## src/rtl/alu_ctrl_seq_if.sv

```systemverilog
// Request/beat bus joining the control unit (issue side), alu_ctrl_seq and the
// accumulator datapath (beat side).
interface alu_ctrl_seq_if #(
    parameter int OPW   = 5,
    parameter int CTRLW = 4,
    parameter int SHW   = 4
);
    logic [1:0]       ALUOp;
    logic [OPW-1:0]   Opcode;
    logic [OPW-1:0]   AlterOp;
    logic [SHW-1:0]   ShAmt;
    logic             InValid;
    logic             InReady;
    logic [CTRLW-1:0] Out;
    logic             OutValid;
    logic             OutReady;
    logic             Step;
    logic             Last;
    logic             Busy;
    logic             Illegal;

    modport master (
        output ALUOp, Opcode, AlterOp, ShAmt, InValid, OutReady,
        input  InReady, Out, OutValid, Step, Last, Busy, Illegal
    );

    modport slave (
        input  ALUOp, Opcode, AlterOp, ShAmt, InValid, OutReady,
        output InReady, Out, OutValid, Step, Last, Busy, Illegal
    );
endinterface

```

## src/rtl/alu_ctrl_seq.sv

```systemverilog
// Registered ALU control decoder that expands multi-bit shifts into 1-bit shift beats.
// Optional sticky unmapped-code flag enabled by defining ALU_CTRL_ILLEGAL_EN.
module alu_ctrl_seq #(
    parameter int OPW   = 5,
    parameter int CTRLW = 4,
    parameter int SHW   = 4
) (
    input  logic          CLK,
    input  logic          Reset_n,
    alu_ctrl_seq_if.slave bus
);

    typedef enum logic [1:0] {
        IDLE  = 2'd0,
        ISSUE = 2'd1,
        SHIFT = 2'd2
    } state_t;

    state_t         state, state_nx;
    logic [3:0]     code_p1, code_nx;
    logic           step_p1, step_nx;
    logic           last_p1, last_nx;
    logic [SHW-1:0] cnt_p1, cnt_nx;
    logic           vld_p1;
    logic           in_ready;
    logic           accept;
    logic           consumed;
    logic [3:0]     dec_code;
`ifdef ALU_CTRL_ILLEGAL_EN
    logic           dec_mapped;
    logic           illegal_p1, illegal_nx;
`endif

    // Returns {mapped, code}; any set bit above [4:0] of the selected field is unmapped.
    function automatic logic [4:0] lookup(input logic [1:0]     alu_op,
                                          input logic [OPW-1:0] opcode,
                                          input logic [OPW-1:0] alter_op);
        logic [4:0] res;
        res = 5'b0_0000;
        case (alu_op)
            2'b00: res = 5'b1_0000;
            2'b01: res = 5'b1_0001;
            2'b10: begin
                if ((opcode >> 5) == '0) begin
                    case (opcode[4:0])
                        5'b00000: res = 5'b1_0000;
                        5'b00001: res = 5'b1_0001;
                        5'b00010: res = 5'b1_0111;
                        5'b00011: res = 5'b1_0101;
                        5'b00100: res = 5'b1_0110;
                        5'b00101: res = 5'b1_0010;
                        5'b01000: res = 5'b1_0101;
                        5'b01001: res = 5'b1_0111;
                        5'b01010: res = 5'b1_0110;
                        5'b01011: res = 5'b1_0000;
                        5'b01100: res = 5'b1_0010;
                        5'b01101: res = 5'b1_0011;
                        5'b01110: res = 5'b1_0100;
                        5'b01111: res = 5'b1_1011;
                        5'b10000: res = 5'b1_1000;
                        5'b10001: res = 5'b1_1010;
                        5'b10010: res = 5'b1_1011;
                        5'b10011: res = 5'b1_1011;
                        5'b10111: res = 5'b1_0000;
                        5'b11000: res = 5'b1_1111;
                        5'b11001: res = 5'b1_0000;
                        5'b11101: res = 5'b1_1110;
                        default:  res = 5'b0_0000;
                    endcase
                end
            end
            default: begin
                if ((alter_op >> 5) == '0) begin
                    case (alter_op[4:0])
                        5'b00000: res = 5'b1_0000;
                        5'b00001: res = 5'b1_0001;
                        5'b00110: res = 5'b1_0011;
                        5'b00111: res = 5'b1_0100;
                        5'b01101: res = 5'b1_1100;
                        5'b01110: res = 5'b1_1101;
                        default:  res = 5'b0_0000;
                    endcase
                end
            end
        endcase
        return res;
    endfunction

    function automatic logic is_shift(input logic [3:0] code);
        return (code == 4'b0011) || (code == 4'b0100);
    endfunction

    always_comb begin
        state_nx = state;
        code_nx  = code_p1;
        step_nx  = step_p1;
        last_nx  = last_p1;
        cnt_nx   = cnt_p1;
`ifdef ALU_CTRL_ILLEGAL_EN
        illegal_nx = illegal_p1;
        {dec_mapped, dec_code} = lookup(bus.ALUOp, bus.Opcode, bus.AlterOp);
`else
        dec_code = 4'(lookup(bus.ALUOp, bus.Opcode, bus.AlterOp));
`endif

        case (state)
            IDLE:    in_ready = 1'b1;
            ISSUE:   in_ready = bus.OutReady;
            default: in_ready = 1'b0;
        endcase
        consumed = vld_p1 && bus.OutReady;
        accept   = bus.InValid && in_ready;

        if (consumed) begin
            if (last_p1) begin
                state_nx = IDLE;
                code_nx  = 4'b0000;
                step_nx  = 1'b0;
                last_nx  = 1'b0;
                cnt_nx   = '0;
            end else begin
                // Only SHIFT beats are ever non-last; the next beat is last when one remains.
                cnt_nx  = cnt_p1 - SHW'(1);
                last_nx = (cnt_p1 == SHW'(2));
            end
        end

        // A request accepted alongside a consumed ISSUE beat replaces it with no bubble.
        if (accept) begin
            code_nx = dec_code;
            if (is_shift(dec_code) && (bus.ShAmt != '0)) begin
                state_nx = SHIFT;
                cnt_nx   = bus.ShAmt;
                step_nx  = 1'b1;
                last_nx  = (bus.ShAmt == SHW'(1));
            end else begin
                state_nx = ISSUE;
                cnt_nx   = '0;
                last_nx  = 1'b1;
`ifdef ALU_CTRL_ILLEGAL_EN
                step_nx    = dec_mapped && !is_shift(dec_code);
                illegal_nx = illegal_p1 || !dec_mapped;
`else
                step_nx    = !is_shift(dec_code);
`endif
            end
        end
    end

    // Beat register stage
    always_ff @(posedge CLK) begin
        if (!Reset_n) begin
            state   <= IDLE;
            code_p1 <= 4'b0000;
            step_p1 <= 1'b0;
            last_p1 <= 1'b0;
            cnt_p1  <= '0;
        end else begin
            state   <= state_nx;
            code_p1 <= code_nx;
            step_p1 <= step_nx;
            last_p1 <= last_nx;
            cnt_p1  <= cnt_nx;
        end
    end

`ifdef ALU_CTRL_ILLEGAL_EN
    always_ff @(posedge CLK) begin
        if (!Reset_n) begin
            illegal_p1 <= 1'b0;
        end else begin
            illegal_p1 <= illegal_nx;
        end
    end

    assign bus.Illegal = illegal_p1;
`else
    assign bus.Illegal = 1'b0;
`endif

    assign vld_p1       = (state != IDLE);
    assign bus.InReady  = in_ready;
    assign bus.Out      = CTRLW'(code_p1);
    assign bus.OutValid = vld_p1;
    assign bus.Step     = step_p1;
    assign bus.Last     = last_p1;
    assign bus.Busy     = (state == SHIFT);

endmodule

```

## src/flat_wrapper.sv

```systemverilog
// flat-port wrapper written by rule: the top's interface ports become plain ports
module alu_ctrl_seq_flat 
#(
    parameter int OPW   = 5,
    parameter int CTRLW = 4,
    parameter int SHW   = 4
)
  (CLK, Reset_n, bus_ALUOp, bus_Opcode, bus_AlterOp, bus_ShAmt, bus_InValid, bus_OutReady, bus_InReady, bus_Out, bus_OutValid, bus_Step, bus_Last, bus_Busy, bus_Illegal);
  alu_ctrl_seq_if #(.OPW(OPW), .CTRLW(CTRLW), .SHW(SHW)) bus_i ();
  input  logic CLK;
  input  logic Reset_n;
  input wire logic [$bits(bus_i.ALUOp)-1:0] bus_ALUOp;
  input wire logic [$bits(bus_i.Opcode)-1:0] bus_Opcode;
  input wire logic [$bits(bus_i.AlterOp)-1:0] bus_AlterOp;
  input wire logic [$bits(bus_i.ShAmt)-1:0] bus_ShAmt;
  input wire logic [$bits(bus_i.InValid)-1:0] bus_InValid;
  input wire logic [$bits(bus_i.OutReady)-1:0] bus_OutReady;
  output wire logic [$bits(bus_i.InReady)-1:0] bus_InReady;
  output wire logic [$bits(bus_i.Out)-1:0] bus_Out;
  output wire logic [$bits(bus_i.OutValid)-1:0] bus_OutValid;
  output wire logic [$bits(bus_i.Step)-1:0] bus_Step;
  output wire logic [$bits(bus_i.Last)-1:0] bus_Last;
  output wire logic [$bits(bus_i.Busy)-1:0] bus_Busy;
  output wire logic [$bits(bus_i.Illegal)-1:0] bus_Illegal;
  assign bus_i.ALUOp = bus_ALUOp;
  assign bus_i.Opcode = bus_Opcode;
  assign bus_i.AlterOp = bus_AlterOp;
  assign bus_i.ShAmt = bus_ShAmt;
  assign bus_i.InValid = bus_InValid;
  assign bus_i.OutReady = bus_OutReady;
  assign bus_InReady = bus_i.InReady;
  assign bus_Out = bus_i.Out;
  assign bus_OutValid = bus_i.OutValid;
  assign bus_Step = bus_i.Step;
  assign bus_Last = bus_i.Last;
  assign bus_Busy = bus_i.Busy;
  assign bus_Illegal = bus_i.Illegal;
  alu_ctrl_seq #(.OPW(OPW), .CTRLW(CTRLW), .SHW(SHW)) u_core (.CLK(CLK), .Reset_n(Reset_n), .bus(bus_i));
endmodule
```

## config.mk

```make
export PLATFORM = sky130hd
export DESIGN_NAME = alu_ctrl_seq_flat
export DESIGN_NICKNAME = d
export VERILOG_FILES = /design/src/rtl/alu_ctrl_seq_if.sv /design/src/rtl/alu_ctrl_seq.sv /design/src/flat_wrapper.sv
export SDC_FILE = /design/constraint.sdc
export NUM_CORES = 1
export LEC_CHECK = 0
export CORE_AREA = 2 2 54 56
export CTS_CLUSTER_SIZE = 20
export DETAILED_ROUTE_END_ITERATION = 10
export DIE_AREA = 0 0 56 58
export MAX_ROUTING_LAYER = met4
export PLACE_DENSITY = 0.73
export SETUP_SLACK_MARGIN = 0.15
export SYNTH_ARGS = -nofsm -noshare
export SYNTH_HDL_FRONTEND = slang
export SYNTH_SLANG_ARGS = --single-unit
```

## constraint.sdc

```tcl
create_clock -name CLK -period 2.3 [get_ports CLK]
set_input_delay 0.46 -clock CLK [delete_from_list [all_inputs] [get_ports CLK]]
set_output_delay 0.46 -clock CLK [all_outputs]
set_load 0.01 [all_outputs]
```

==> flow_metrics.env <==
export IMPL_status="finished clean"
export IMPL_power_internal_uw=424
export IMPL_grt_overflow_total=0
export IMPL_clk_pin_slew_worst_paths_ns=0.07
export IMPL_crit_type="in2reg"
export IMPL_yosysTopAreaCell="dfxtp_1"
export IMPL_wl_per_cell_microns=13.3
export IMPL_avgSynthCellArea_sq_um=8.24
export IMPL_netlist_instances=134
export IMPL_diodes=0
export IMPL_initial_core_util_pct=41.5
export IMPL_wirelength_mm=2.90
export IMPL_cts_buffers=3
export IMPL_grt_setup_unrepaired="no"
export IMPL_root_buffer="clkbuf_4"
export IMPL_synth_area_sq_um=1100
export IMPL_p_leak_nw=0.715
export IMPL_vias=1206
export IMPL_cts_tree="done"
export IMPL_synth_flop_cell="dfxtp_1"
export IMPL_clkPwrFrac_pct=20.2
export IMPL_track_usage_pct=19.2
export IMPL_htree_levels=1
export IMPL_maxCapViolations=0
export IMPL_clkLatencyLatePin_ns=0.27
export IMPL_ir_worst_vdd_mv=0.329
export IMPL_p_seq_share_pct=38.4
export IMPL_via_per_inst=5.53
export IMPL_core_area_sq_um=2660
export IMPL_ys_warnings_count=0
export IMPL_final_antenna_net_count=0
export IMPL_final_core_util_pct=62.5
export IMPL_die_w_microns=56
export IMPL_synth_nets=162
export IMPL_grt_max_degree=14
export IMPL_finalHoldViolCount=0
export IMPL_fmax_mhz=484
export IMPL_cp_cell_sequence="dlygate4sd2_1, or4b_4, o221ai_4, a221oi_4, a211oi_4, o21ai_2, o221a_1"
export IMPL_grt_pass1_wl_mm=4.94
export IMPL_synth_seq_cells=12
export IMPL_switching_share_pct=32.6
export IMPL_place_ws_ns=-0.412
export IMPL_finClkSkew_ns=0.00233
export IMPL_worst_r2r_setup_slack_ns=0.66
export IMPL_clock_sinks=12
export IMPL_fin_crit_sh_pct=89.8
export IMPL_placementRows=19
export IMPL_crit_path_max_fanout=6
export IMPL_worstSetupStartpointType="input port"
export IMPL_async_flop_share_pct=0
export IMPL_ctsHoldBuffers=0
export IMPL_worstReg2RegStart="u_core.state[1]$_SDFFE_PN0P_"
export IMPL_cp_slowest_cell="or4b_4"
export IMPL_io_pins=30
export IMPL_ys_seq_area_share_pct=21.7
export IMPL_p_sw_uw=205
export IMPL_drc_errors=0
export IMPL_place_area_sq_um=1560
export IMPL_power_density_nw_per_um2=378
export IMPL_slew_viol_final=0
export IMPL_final_area_sq_um=1670
export IMPL_port_buffer_count=28
export IMPL_area_growth_pct=50.7
export IMPL_period_needed_ns=2.07
export IMPL_drtIter0Drc=44
export IMPL_power_frac_comb_pct=41.4
export IMPL_cpPeakStageDelay_ns=0.53
export IMPL_antenna_found_initial=0
export IMPL_critical_path_required_ns=2.47
export IMPL_min_path_type="reg2reg"
export IMPL_synth_top_area_share_pct=21.7
export IMPL_ctsLongestPathBuffers=2
export IMPL_worstSetupEndpointType="register"
export IMPL_synth_cell_types=51
export IMPL_arrival_ns=2.23
export IMPL_ys_top_cells_by_area="dfxtp_1 (22%), ha_1 (9.1%), mux2i_1 (3.6%)"
export IMPL_hpwlAfterDp_mm=2.22
export IMPL_reg2regPathDepth=4
export IMPL_yosys_cell_count_top_type="dfxtp_1"
export IMPL_dr_pass1_iters=4
export IMPL_synth_edf_count=0
export IMPL_synth_common_cells="dfxtp_1 (12), nand2_1 (9), ha_1 (8), inv_1 (8), o21ai_0 (8)"
export IMPL_die_area_sq_um=3250
export IMPL_dpl_cell_count=210
export IMPL_die_h_microns=58
export IMPL_crit_end="u_core.bus.Last$_SDFFE_PN0P_"
export IMPL_final_setup_worst_slack_ns=0.234
export IMPL_instances_no_fill=218
export IMPL_setup_viol=0
export IMPL_grt_pass1_vias=1161
export IMPL_nNetsFinal=217
export IMPL_globalplace_congestion=0.942
export IMPL_startpoint="bus_AlterOp[2]"
export IMPL_layout_drive_gt1_share_pct=28.9
export IMPL_r2r_end="u_core.bus.Last$_SDFFE_PN0P_"
-- timing repair --
| action | 4_1_cts | 5_1_grt |
|---|---|---|
| endpoints found under the setup margin | 11 | 8 |
| gates resized for setup | 14 | 16 |
| pin swaps | 10 | 11 |
| setup buffers | 1 | 4 |
-- registers in the layout, indices dropped and copies added, names as in the netlist --
register,count
u_core.bus.Last,1
u_core.state,2
u_core.bus.Step,1
u_core.cnt_p1,4
u_core.bus.Out,4
-- critical path: cells and delay by family --
family / cells / cell delay, ns
AND/OR/NAND/NOR: 1 / 0.53
buffers and inverters: 1 / 0.27
AO/OA/AOI/OAI: 5 / 0.97
-- how the worst min path moves through the flow --
stage,from,end,slack [ns],cells past startpoint
floorplan,u_core.state[1]$_SDFFE_PN0P_,u_core.state[1]$_SDFFE_PN0P_,0.48,2
global placement,u_core.bus.Out[3]$_SDFFE_PN0P_,u_core.bus.Out[3]$_SDFFE_PN0P_,0.50,2
detailed placement,u_core.state[1]$_SDFFE_PN0P_,u_core.state[1]$_SDFFE_PN0P_,0.51,2
CTS,u_core.state[1]$_SDFFE_PN0P_,u_core.state[1]$_SDFFE_PN0P_,0.52,2
global route,u_core.state[1]$_SDFFE_PN0P_,u_core.state[1]$_SDFFE_PN0P_,0.54,2
finish,u_core.state[1]$_SDFFE_PN0P_,u_core.state[1]$_SDFFE_PN0P_,0.52,2
-- through the flow --
| stage | TNS [ns] | hold slack (ns) | power, mW |
|---|---|---|---|
| final | 0 | 0.523 | 0.629 |
| after global routing | 0 | 0.542 | 0.674 |
| after CTS | 0 | 0.518 | 0.627 |
| after detailed placement | -3.25 | 0.508 | 0.495 |
| after global placement | -2.76 | 0.503 | 0.487 |
| after floorplan | 0 | 0.480 | 0.378 |
-- layer usage --
layer	wire, microns	track usage [%]
met4	21	5.10
met5	0	-
met3	112	2.90
met2	1500	33.4
met1	1280	23.4
-- power by group through the flow --
stage          combinational (mW)  clock (mW)  sequential, mW
2_1_floorplan               0.134           0           0.245
3_3_place_gp                0.242           0           0.245
3_5_place_dp                0.249           0           0.246
4_1_cts                     0.254       0.132           0.241
5_1_grt                     0.288       0.142           0.244
6_report                    0.260       0.127           0.241
-- cells by family (layout without fill, tap and decap cells) --
group | after synthesis | in the layout | share of synthesized area (%)
AOI/OAI and AO/OA | 43 | 43 | 29.8
and+or+nand+nor | 47 | 47 | 25.0
other | 1 | 1 | 0.339
DFF | 12 | 12 | 21.7
muxes | 6 | 6 | 5.66
xor gates and xnor gates | 4 | 4 | 3.17
buffers and inverters | 13 | 66 | 5.21
adders and majority gates | 8 | 8 | 9.06
-- layout make-up --
class                   instances  area, sq um
well taps                      31         38.8
clock buffers                   3         22.5
multi-input cells             109          863
repair buffers                 55          470
flip-flops and latches         12          240
fillers                       243          997
inverters                       8         30.0
-- layout by cell type, fill, tap and decap left out, types with 2 or more instances in the layout --
cell type        count
inv_1                6
o21ai_0              7
and2_1               2
dfxtp_1             12
o211ai_1             4
dlymetal6s2s_1       4
a22oi_1              2
clkdlybuf4s50_1     15
or3_1                3
clkbuf_4             3
nand2_1              9
or2_1                2
mux2_2               2
buf_4               27
a21oi_1              5
a211o_1              2
nand3_1              3
o21ai_1              3
nor2_1               4
inv_2                2
clkbuf_2             3
nor3_1               3
nor2b_1              6
ha_1                 7
xnor2_1              3
mux2i_1              4
dlygate4sd2_1        6
a31oi_1              6
nand2b_1             3
Note: power is estimated with default switching activity, not from simulation.
